**src/rtl/spi_slave_cu.sv**
```systemverilog
// spi_slave_cu: SPI responder control unit and datapath.
// SCK, SS_n and MOSI are oversampled in the Clk domain. All four CPol/CPha modes
// are decoded. One DATA_W word is shifted out on MISO while one is shifted in
// from MOSI. The host side has a one-entry TX holding register (valid/ready) and
// an RX word with a one-cycle strobe.
// Build option: define SPI_SLV_LSB_FIRST_EN to move bit 0 first on the wire.
// When it is undefined, the MSB goes first. The port list is the same in both builds.
//
// state | meaning
// ------+-------------------------------------------------------------
// IDLE  | no frame; waiting for a synced SS_n fall
// LOAD  | one cycle: copy holding register (or zeros) into the TX shifter
// SHIFT | sampling MOSI / shifting MISO on decoded SCK edges

module spi_slave_cu #(
    parameter int DATA_W      = 8,
    parameter int SYNC_STAGES = 2
) (
    input  logic              Clk,
    input  logic              Rst_n,
    input  logic              CPol,
    input  logic              CPha,
    input  logic              SCK,
    input  logic              SS_n,
    input  logic              MOSI,
    output logic              MISO,
    output logic              MISO_oe,
    input  logic [DATA_W-1:0] TxData,
    input  logic              TxValid,
    output logic              TxReady,
    output logic [DATA_W-1:0] RxData,
    output logic              RxValid,
    output logic              Busy
);

    typedef enum logic [1:0] {
        IDLE  = 2'd0,
        LOAD  = 2'd1,
        SHIFT = 2'd2
    } state_t;

    localparam int              CNT_W    = (DATA_W > 1) ? $clog2(DATA_W) : 1;
    localparam logic [CNT_W-1:0] LAST_BIT = CNT_W'(DATA_W - 1);

    // synchronizers
    logic [SYNC_STAGES-1:0] sck_sync;
    logic [SYNC_STAGES-1:0] ss_sync;
    logic [SYNC_STAGES-1:0] mosi_sync;
    logic                   sck_s;
    logic                   ss_s;
    logic                   mosi_s;

    // edge detection
    logic sck_prev;
    logic ss_prev;
    logic sck_rise;
    logic sck_fall;
    logic lead_edge;
    logic trail_edge;
    logic sample_edge;
    logic shift_edge;
    logic ss_fall;
    logic sample_p;
    logic shift_p;
    logic mosi_p;

    // control
    state_t           state;
    state_t           state_nxt;
    logic             load_en;
    logic             word_done;
    logic             drop_word;
    logic             sample_en;
    logic             shift_en;
    logic [CNT_W-1:0] bit_cnt;

    // datapath
    logic [DATA_W-1:0] hold_data;
    logic              hold_full;
    logic [DATA_W-1:0] tx_shift;
    logic [DATA_W-1:0] rx_shift;
    logic [DATA_W-1:0] rx_next;
    logic              tx_bit;

    assign sck_s  = sck_sync[SYNC_STAGES-1];
    assign ss_s   = ss_sync[SYNC_STAGES-1];
    assign mosi_s = mosi_sync[SYNC_STAGES-1];

    // Bring the three asynchronous pins into the Clk domain.
    // SS_n resets to deselected so that no spurious frame starts.
    always_ff @(posedge Clk or negedge Rst_n) begin
        if (!Rst_n) begin
            sck_sync  <= '0;
            ss_sync   <= '1;
            mosi_sync <= '0;
        end else begin
            sck_sync  <= {sck_sync[SYNC_STAGES-2:0], SCK};
            ss_sync   <= {ss_sync[SYNC_STAGES-2:0], SS_n};
            mosi_sync <= {mosi_sync[SYNC_STAGES-2:0], MOSI};
        end
    end

    assign sck_rise    = sck_s & ~sck_prev;
    assign sck_fall    = ~sck_s & sck_prev;
    // Leading edge means SCK leaves its idle level. Trailing edge means it returns to it.
    assign lead_edge   = CPol ? sck_fall : sck_rise;
    assign trail_edge  = CPol ? sck_rise : sck_fall;
    assign sample_edge = CPha ? trail_edge : lead_edge;
    assign shift_edge  = CPha ? lead_edge : trail_edge;
    assign ss_fall     = ss_prev & ~ss_s;

    // Keep the previous synced levels for edge detection, and register the decoded strobes.
    // MOSI and SS_n are delayed by the same amount, so a final sample and an SS_n rise
    // that arrive together are seen in the same cycle.
    always_ff @(posedge Clk or negedge Rst_n) begin
        if (!Rst_n) begin
            sck_prev <= 1'b0;
            ss_prev  <= 1'b1;
            sample_p <= 1'b0;
            shift_p  <= 1'b0;
            mosi_p   <= 1'b0;
        end else begin
            sck_prev <= sck_s;
            ss_prev  <= ss_s;
            sample_p <= sample_edge;
            shift_p  <= shift_edge;
            mosi_p   <= mosi_s;
        end
    end

    // FSM state register
    always_ff @(posedge Clk or negedge Rst_n) begin
        if (!Rst_n) begin
            state <= IDLE;
        end else begin
            state <= state_nxt;
        end
    end

    // Next-state and per-cycle control strobes.
    // A completing word takes priority over an SS_n rise in the same cycle.
    always_comb begin
        state_nxt = state;
        load_en   = 1'b0;
        word_done = 1'b0;
        drop_word = 1'b0;
        sample_en = 1'b0;
        shift_en  = 1'b0;
        case (state)
            IDLE: begin
                if (ss_fall) begin
                    state_nxt = LOAD;
                end
            end
            LOAD: begin
                if (ss_prev) begin
                    drop_word = 1'b1;
                    state_nxt = IDLE;
                end else begin
                    load_en   = 1'b1;
                    state_nxt = SHIFT;
                end
            end
            SHIFT: begin
                if (sample_p && (bit_cnt == LAST_BIT)) begin
                    word_done = 1'b1;
                    state_nxt = ss_prev ? IDLE : LOAD;
                end else if (ss_prev) begin
                    drop_word = 1'b1;
                    state_nxt = IDLE;
                end else begin
                    sample_en = sample_p;
                    // A shift edge that comes before the first sample of a word is ignored.
                    // In CPha=1 this is the first leading edge. In CPha=0 it is the trailing
                    // edge left over from the previous word.
                    shift_en  = shift_p && (bit_cnt != '0);
                end
            end
            default: begin
                state_nxt = IDLE;
            end
        endcase
    end

`ifdef SPI_SLV_LSB_FIRST_EN
    assign rx_next = {mosi_p, rx_shift[DATA_W-1:1]};
    assign tx_bit  = tx_shift[0];
`else
    assign rx_next = {rx_shift[DATA_W-2:0], mosi_p};
    assign tx_bit  = tx_shift[DATA_W-1];
`endif

    // Bit counter: counts sample edges within a word. It wraps on completion and clears on abort.
    always_ff @(posedge Clk or negedge Rst_n) begin
        if (!Rst_n) begin
            bit_cnt <= '0;
        end else if (word_done || drop_word) begin
            bit_cnt <= '0;
        end else if (sample_en) begin
            bit_cnt <= bit_cnt + CNT_W'(1);
        end
    end

    // One-entry TX holding register.
    // A host load in the same cycle as a LOAD copy (of an empty register) is kept for the next word.
    always_ff @(posedge Clk or negedge Rst_n) begin
        if (!Rst_n) begin
            hold_data <= '0;
            hold_full <= 1'b0;
        end else if (TxValid && !hold_full) begin
            hold_data <= TxData;
            hold_full <= 1'b1;
        end else if (load_en) begin
            hold_full <= 1'b0;
        end
    end

    // TX shift register: loaded in LOAD (zeros on underrun), advanced on shift edges
    always_ff @(posedge Clk or negedge Rst_n) begin
        if (!Rst_n) begin
            tx_shift <= '0;
        end else if (load_en) begin
            tx_shift <= hold_full ? hold_data : '0;
        end else if (shift_en) begin
`ifdef SPI_SLV_LSB_FIRST_EN
            tx_shift <= {1'b0, tx_shift[DATA_W-1:1]};
`else
            tx_shift <= {tx_shift[DATA_W-2:0], 1'b0};
`endif
        end
    end

    // RX shift register: collects MOSI on sample edges. A partial word is discarded on abort.
    always_ff @(posedge Clk or negedge Rst_n) begin
        if (!Rst_n) begin
            rx_shift <= '0;
        end else if (drop_word) begin
            rx_shift <= '0;
        end else if (sample_en || word_done) begin
            rx_shift <= rx_next;
        end
    end

    // RX output word and its one-cycle strobe
    always_ff @(posedge Clk or negedge Rst_n) begin
        if (!Rst_n) begin
            RxData  <= '0;
            RxValid <= 1'b0;
        end else begin
            RxValid <= word_done;
            if (word_done) begin
                RxData <= rx_next;
            end
        end
    end

    assign MISO_oe = ~ss_s;
    assign MISO    = MISO_oe & (state == SHIFT) & tx_bit;
    assign TxReady = ~hold_full;
    assign Busy    = (state != IDLE);

endmodule
```
**config.mk**
```make
export PLATFORM = sky130hd
export DESIGN_NAME = spi_slave_cu
export DESIGN_NICKNAME = d
export VERILOG_FILES = /design/src/rtl/spi_slave_cu.sv
export SDC_FILE = /design/constraint.sdc
export NUM_CORES = 1
export LEC_CHECK = 0
export CAP_MARGIN = 10
export CORE_MARGIN = 3
export CORE_UTILIZATION = 49
export CTS_CLUSTER_SIZE = 10
export DETAILED_ROUTE_END_ITERATION = 7
export GPL_ROUTABILITY_DRIVEN = 0
export PLACE_DENSITY_LB_ADDON = 0.08
export SLEW_MARGIN = 20
export SYNTH_ARGS = -nofsm -noshare
export SYNTH_HDL_FRONTEND = slang
export SYNTH_SLANG_ARGS = --single-unit
```
**constraint.sdc**
```tcl
create_clock -name Clk -period 4.1 [get_ports Clk]
set_clock_uncertainty 0.2 [all_clocks]
set_input_delay 0.41 -clock Clk [delete_from_list [all_inputs] [get_ports Clk]]
set_output_delay 0.41 -clock Clk [all_outputs]
set_load 0.01 [all_outputs]
```
==> flow_summary.rst <==
.. list-table::
   :header-rows: 1

   * - Metric
     - Value
   * - Outcome
     - completed
   * - Later-pin clock latency in the skew report
     - 0.30 ns
   * - Violation count after the first detailed-routing iteration
     - 69
   * - Share of synthesized area occupied by flip-flops and latches
     - 0.6038
   * - Reported max-cap violation count
     - 0
   * - Power dissipated by switching net loads
     - 406.7 µW
   * - Critical Setup Path Class
     - reg2out
   * - Sort of element at the start of the critical path
     - register
   * - Leakage power
     - 1.194 nW
   * - Pin count of the biggest net entering global routing
     - 50
   * - Floorplan Core Area
     - 0.003826 mm²
   * - I/O pin count
     - 29
   * - Peak supply drop
     - 0.3235 mV
   * - Post-synthesis cell area
     - 0.002037 mm²
   * - Number of CTS-inserted buffers
     - 5
   * - Fmax
     - 404.5 MHz
   * - Number of port buffers
     - 28
   * - Chip height
     - 70.48 µm
   * - Global-route wire length before repair
     - 5.975 mm
   * - Number of failing hold endpoints at the final stage
     - 0
   * - Gate power share
     - 0.255
   * - Cells after Synth
     - 155
   * - Post-CTS clock slew at the launch and capture registers of the worst setup and hold paths
     - 0.09 ns
   * - X dimension of the die
     - 70.48 µm
   * - Final setup violation count
     - 0
   * - Required @ worst endpoint
     - 3.49 ns
   * - Arrival @ worst endpoint
     - 1.86 ns
   * - Wirelength, routed
     - 3.404 mm
   * - Effective utilization at floorplan
     - 0.5324
   * - Share of cells above drive strength 1
     - 0.1526
   * - Final-report max-slew violation count
     - 0
   * - Number of synthesis warnings
     - 0
   * - Final worst path period share
     - 0.6030
   * - Number of unique standard cell types used by synthesis
     - 28
   * - Syn Nets
     - 178
   * - FP Rows
     - 22
   * - Number of global-route vias before repair
     - 1,291
   * - Worst min path class
     - reg2reg
   * - Post-synthesis average cell area
     - 13.14 µm²
   * - Clock Power Share
     - 0.257
   * - Design area
     - 0.002490 mm²
   * - Post-layout net count
     - 212
   * - Register bit total from synthesis
     - 49
   * - Relative slew margins
     - 0.4991
   * - Total Negative Setup Slacks
     - 0 ns
   * - Half-perimeter wire length after detailed placement
     - 2.412 mm
   * - Final period demand of the worst path
     - 2.472 ns
   * - Clk root buf
     - sky130_fd_sc_hd__clkbuf_8
   * - Inserted Diodes
     - 0
   * - Most common library cell in the layout ignoring fill and taps
     - sky130_fd_sc_hd__dfrtp_1
   * - Cell Area, Placed
     - 0.002362 mm²
   * - Depth of the CTS H-tree
     - 2
   * - Routed length per placed instance
     - 14.30 µm
   * - Postcts setup bufs
     - 0
   * - Ratio of routed vias to standard cells
     - 5.332
   * - Most frequent cells in the layout
     - 46 x sky130_fd_sc_hd__dfrtp_1, 27 x sky130_fd_sc_hd__clkdlybuf4s50_1, 14 x sky130_fd_sc_hd__nand2_1, 13 x sky130_fd_sc_hd__mux2_2, 10 x sky130_fd_sc_hd__mux2i_1
   * - DRC viols
     - 0
   * - Overall die area
     - 0.004967 mm²
   * - DRT Pass-1 Iters
     - 4
   * - Worst Setup Slack, final
     - 1.628 ns
   * - Pwr dens
     - 538.9 mW/mm²
   * - Post-placement cell count
     - 229
   * - Layout-stage area growth over the synthesis result
     - 22.24%
   * - Relative contribution of sequential cells to total power
     - 0.488
   * - Post-Place Worst Slack
     - 1.903 ns
   * - Critical Path End Type
     - primary output
   * - Number of antenna violations at the first check in global routing
     - 0
   * - CTS tree
     - yes
   * - Max FO, Critical Path
     - 7
   * - Via count of the routed design
     - 1,269
   * - Util after Layout
     - 0.6508
   * - Remaining global-route overflow
     - 0
   * - Net Sw Frac
     - 0.3031
   * - Cell internal pwr
     - 935.0 µW
   * - Maximum clock path buffer count
     - 2
   * - Number of cells in the finished layout apart from fillers
     - 238
   * - Number of sinks handled by clock tree synthesis
     - 49
   * - Measured slew at the worst slew-check pin
     - 0.7499 ns
   * - Post-route ant nets
     - 0
   * - Setup repair after global routing missed its margin
     - no
   * - GRT Overall Usage
     - 0.1548
[repair_timing]
action	in CTS	in global routing
hold endpoints to repair	0	46
hold buffers	0	1
gates resized for setup	0	0
[stage by stage]
step,total power [mW],hold slack (ns)
5_1_grt,1.429,0.1666
2_1_floorplan,0.8891,-0.08559
3_3_place_gp,0.9843,0.1365
3_5_place_dp,1.007,0.1371
6_report,1.342,0.1543
4_1_cts,1.357,0.1252
[cell usage after synthesis]
cell | number | area [µm²]
sky130_fd_sc_hd__a21o_1 | 1 | 7.510
sky130_fd_sc_hd__a21oi_1 | 4 | 20.02
sky130_fd_sc_hd__a21oi_2 | 1 | 8.760
sky130_fd_sc_hd__a22o_1 | 7 | 61.31
sky130_fd_sc_hd__a31oi_1 | 1 | 6.260
sky130_fd_sc_hd__and2b_1 | 1 | 7.510
sky130_fd_sc_hd__and3_1 | 1 | 6.260
sky130_fd_sc_hd__and4bb_2 | 1 | 12.51
sky130_fd_sc_hd__buf_2 | 2 | 10.01
sky130_fd_sc_hd__dfrtp_1 | 46 | 1151
sky130_fd_sc_hd__dfstp_2 | 3 | 78.83
sky130_fd_sc_hd__ha_1 | 7 | 87.58
sky130_fd_sc_hd__inv_1 | 9 | 33.78
sky130_fd_sc_hd__mux2_1 | 5 | 56.30
sky130_fd_sc_hd__mux2_2 | 13 | 146.4
sky130_fd_sc_hd__mux2i_1 | 10 | 100.1
sky130_fd_sc_hd__nand2_1 | 14 | 52.55
sky130_fd_sc_hd__nand2b_1 | 3 | 18.77
sky130_fd_sc_hd__nand3_1 | 2 | 10.01
sky130_fd_sc_hd__nand3_4 | 1 | 17.52
sky130_fd_sc_hd__nor2_1 | 7 | 26.28
sky130_fd_sc_hd__nor2b_1 | 3 | 18.77
sky130_fd_sc_hd__o2111ai_4 | 1 | 26.28
sky130_fd_sc_hd__o21ai_1 | 8 | 40.04
sky130_fd_sc_hd__o22a_1 | 1 | 8.760
sky130_fd_sc_hd__or3_1 | 1 | 6.260
sky130_fd_sc_hd__xnor2_1 | 1 | 8.760
sky130_fd_sc_hd__xor2_1 | 1 | 8.760
[power by group through the flow]
stage          logic [mW]  clock network [mW]  registers [mW]
2_1_floorplan       0.248                   0           0.642
5_1_grt             0.384               0.376           0.669
3_3_place_gp        0.326                   0           0.658
3_5_place_dp        0.342                   0           0.665
4_1_cts             0.346               0.355           0.656
6_report            0.342               0.345           0.655
[per-layer routing]
layer / part of all wire / routed length [µm] / GRT usage
met5: 0 / 0 / 0
met4: 0.016 / 55 / 0.05745
met3: 0.051 / 175 / 0.04892
met2: 0.50 / 1687 / 0.2526
met1: 0.44 / 1485 / 0.1915
[worst max-delay path: stages, from the launching register on]
cell,delay [ns]
sky130_fd_sc_hd__dfrtp_1,0.42
sky130_fd_sc_hd__inv_1,0.09
sky130_fd_sc_hd__ha_1,0.31
sky130_fd_sc_hd__and3_1,0.20
sky130_fd_sc_hd__clkdlybuf4s50_1,0.53
[final cells by class]
cell class	instances	area, µm²
sequential	49	1230
tap	48	60.06
clock buffer	5	68.82
clock inverter	3	46.29
fill	300	1336
inverter	9	33.78
timing repair buffer	29	287.8
multi-input combinational	95	763.2
[registers in the layout, indices dropped and copies added, names as in the netlist]
signal / flops
RxData: 8
hold_data: 8
tx_shift: 8
rx_shift: 7
bit_cnt: 3
mosi_sync: 2
sck_sync: 2
ss_sync: 2
state: 2
RxValid: 1
hold_full: 1
mosi_p: 1
sample_p: 1
sck_prev: 1
shift_p: 1
ss_prev: 1
[path summary, 6_finish.rpt]
| check | from | end | slack, ns | cells past startpoint |
|---|---|---|---|---|
| worst min-delay path | sck_sync[0]$_DFF_PN0_ | sck_sync[1]$_DFF_PN0_ | 0.15 | 0 |
| worst max-delay path | state[0]$_DFFE_PN0P_ | MISO | 1.63 | 4 |
| min in group asynchronous | Rst_n | bit_cnt[2]$_DFFE_PN0P_ | 0.45 | 2 |
| worst max register to register | state[0]$_DFFE_PN0P_ | state[0]$_DFFE_PN0P_ | 2.12 | 6 |
| worst min register to register | sck_sync[0]$_DFF_PN0_ | sck_sync[1]$_DFF_PN0_ | 0.15 | 0 |
| max in group asynchronous | Rst_n | RxData[5]$_DFFE_PN0P_ | 2.85 | 2 |
[kinds of logic (layout without fill, tap and decap cells)]
family / count (synthesis) / count (layout) / share of synthesized area
XOR/XNOR: 2 / 2 / 0.008601
AND/OR/NAND/NOR: 34 / 34 / 0.08662
AO/OA/AOI/OAI: 24 / 24 / 0.08785
buffers and inverters: 11 / 46 / 0.02150
flip-flops: 49 / 49 / 0.6038
multiplexers: 28 / 28 / 0.1486
adder cells (fa/ha/maj): 7 / 7 / 0.04300
(Power assumes the default switching activity.)
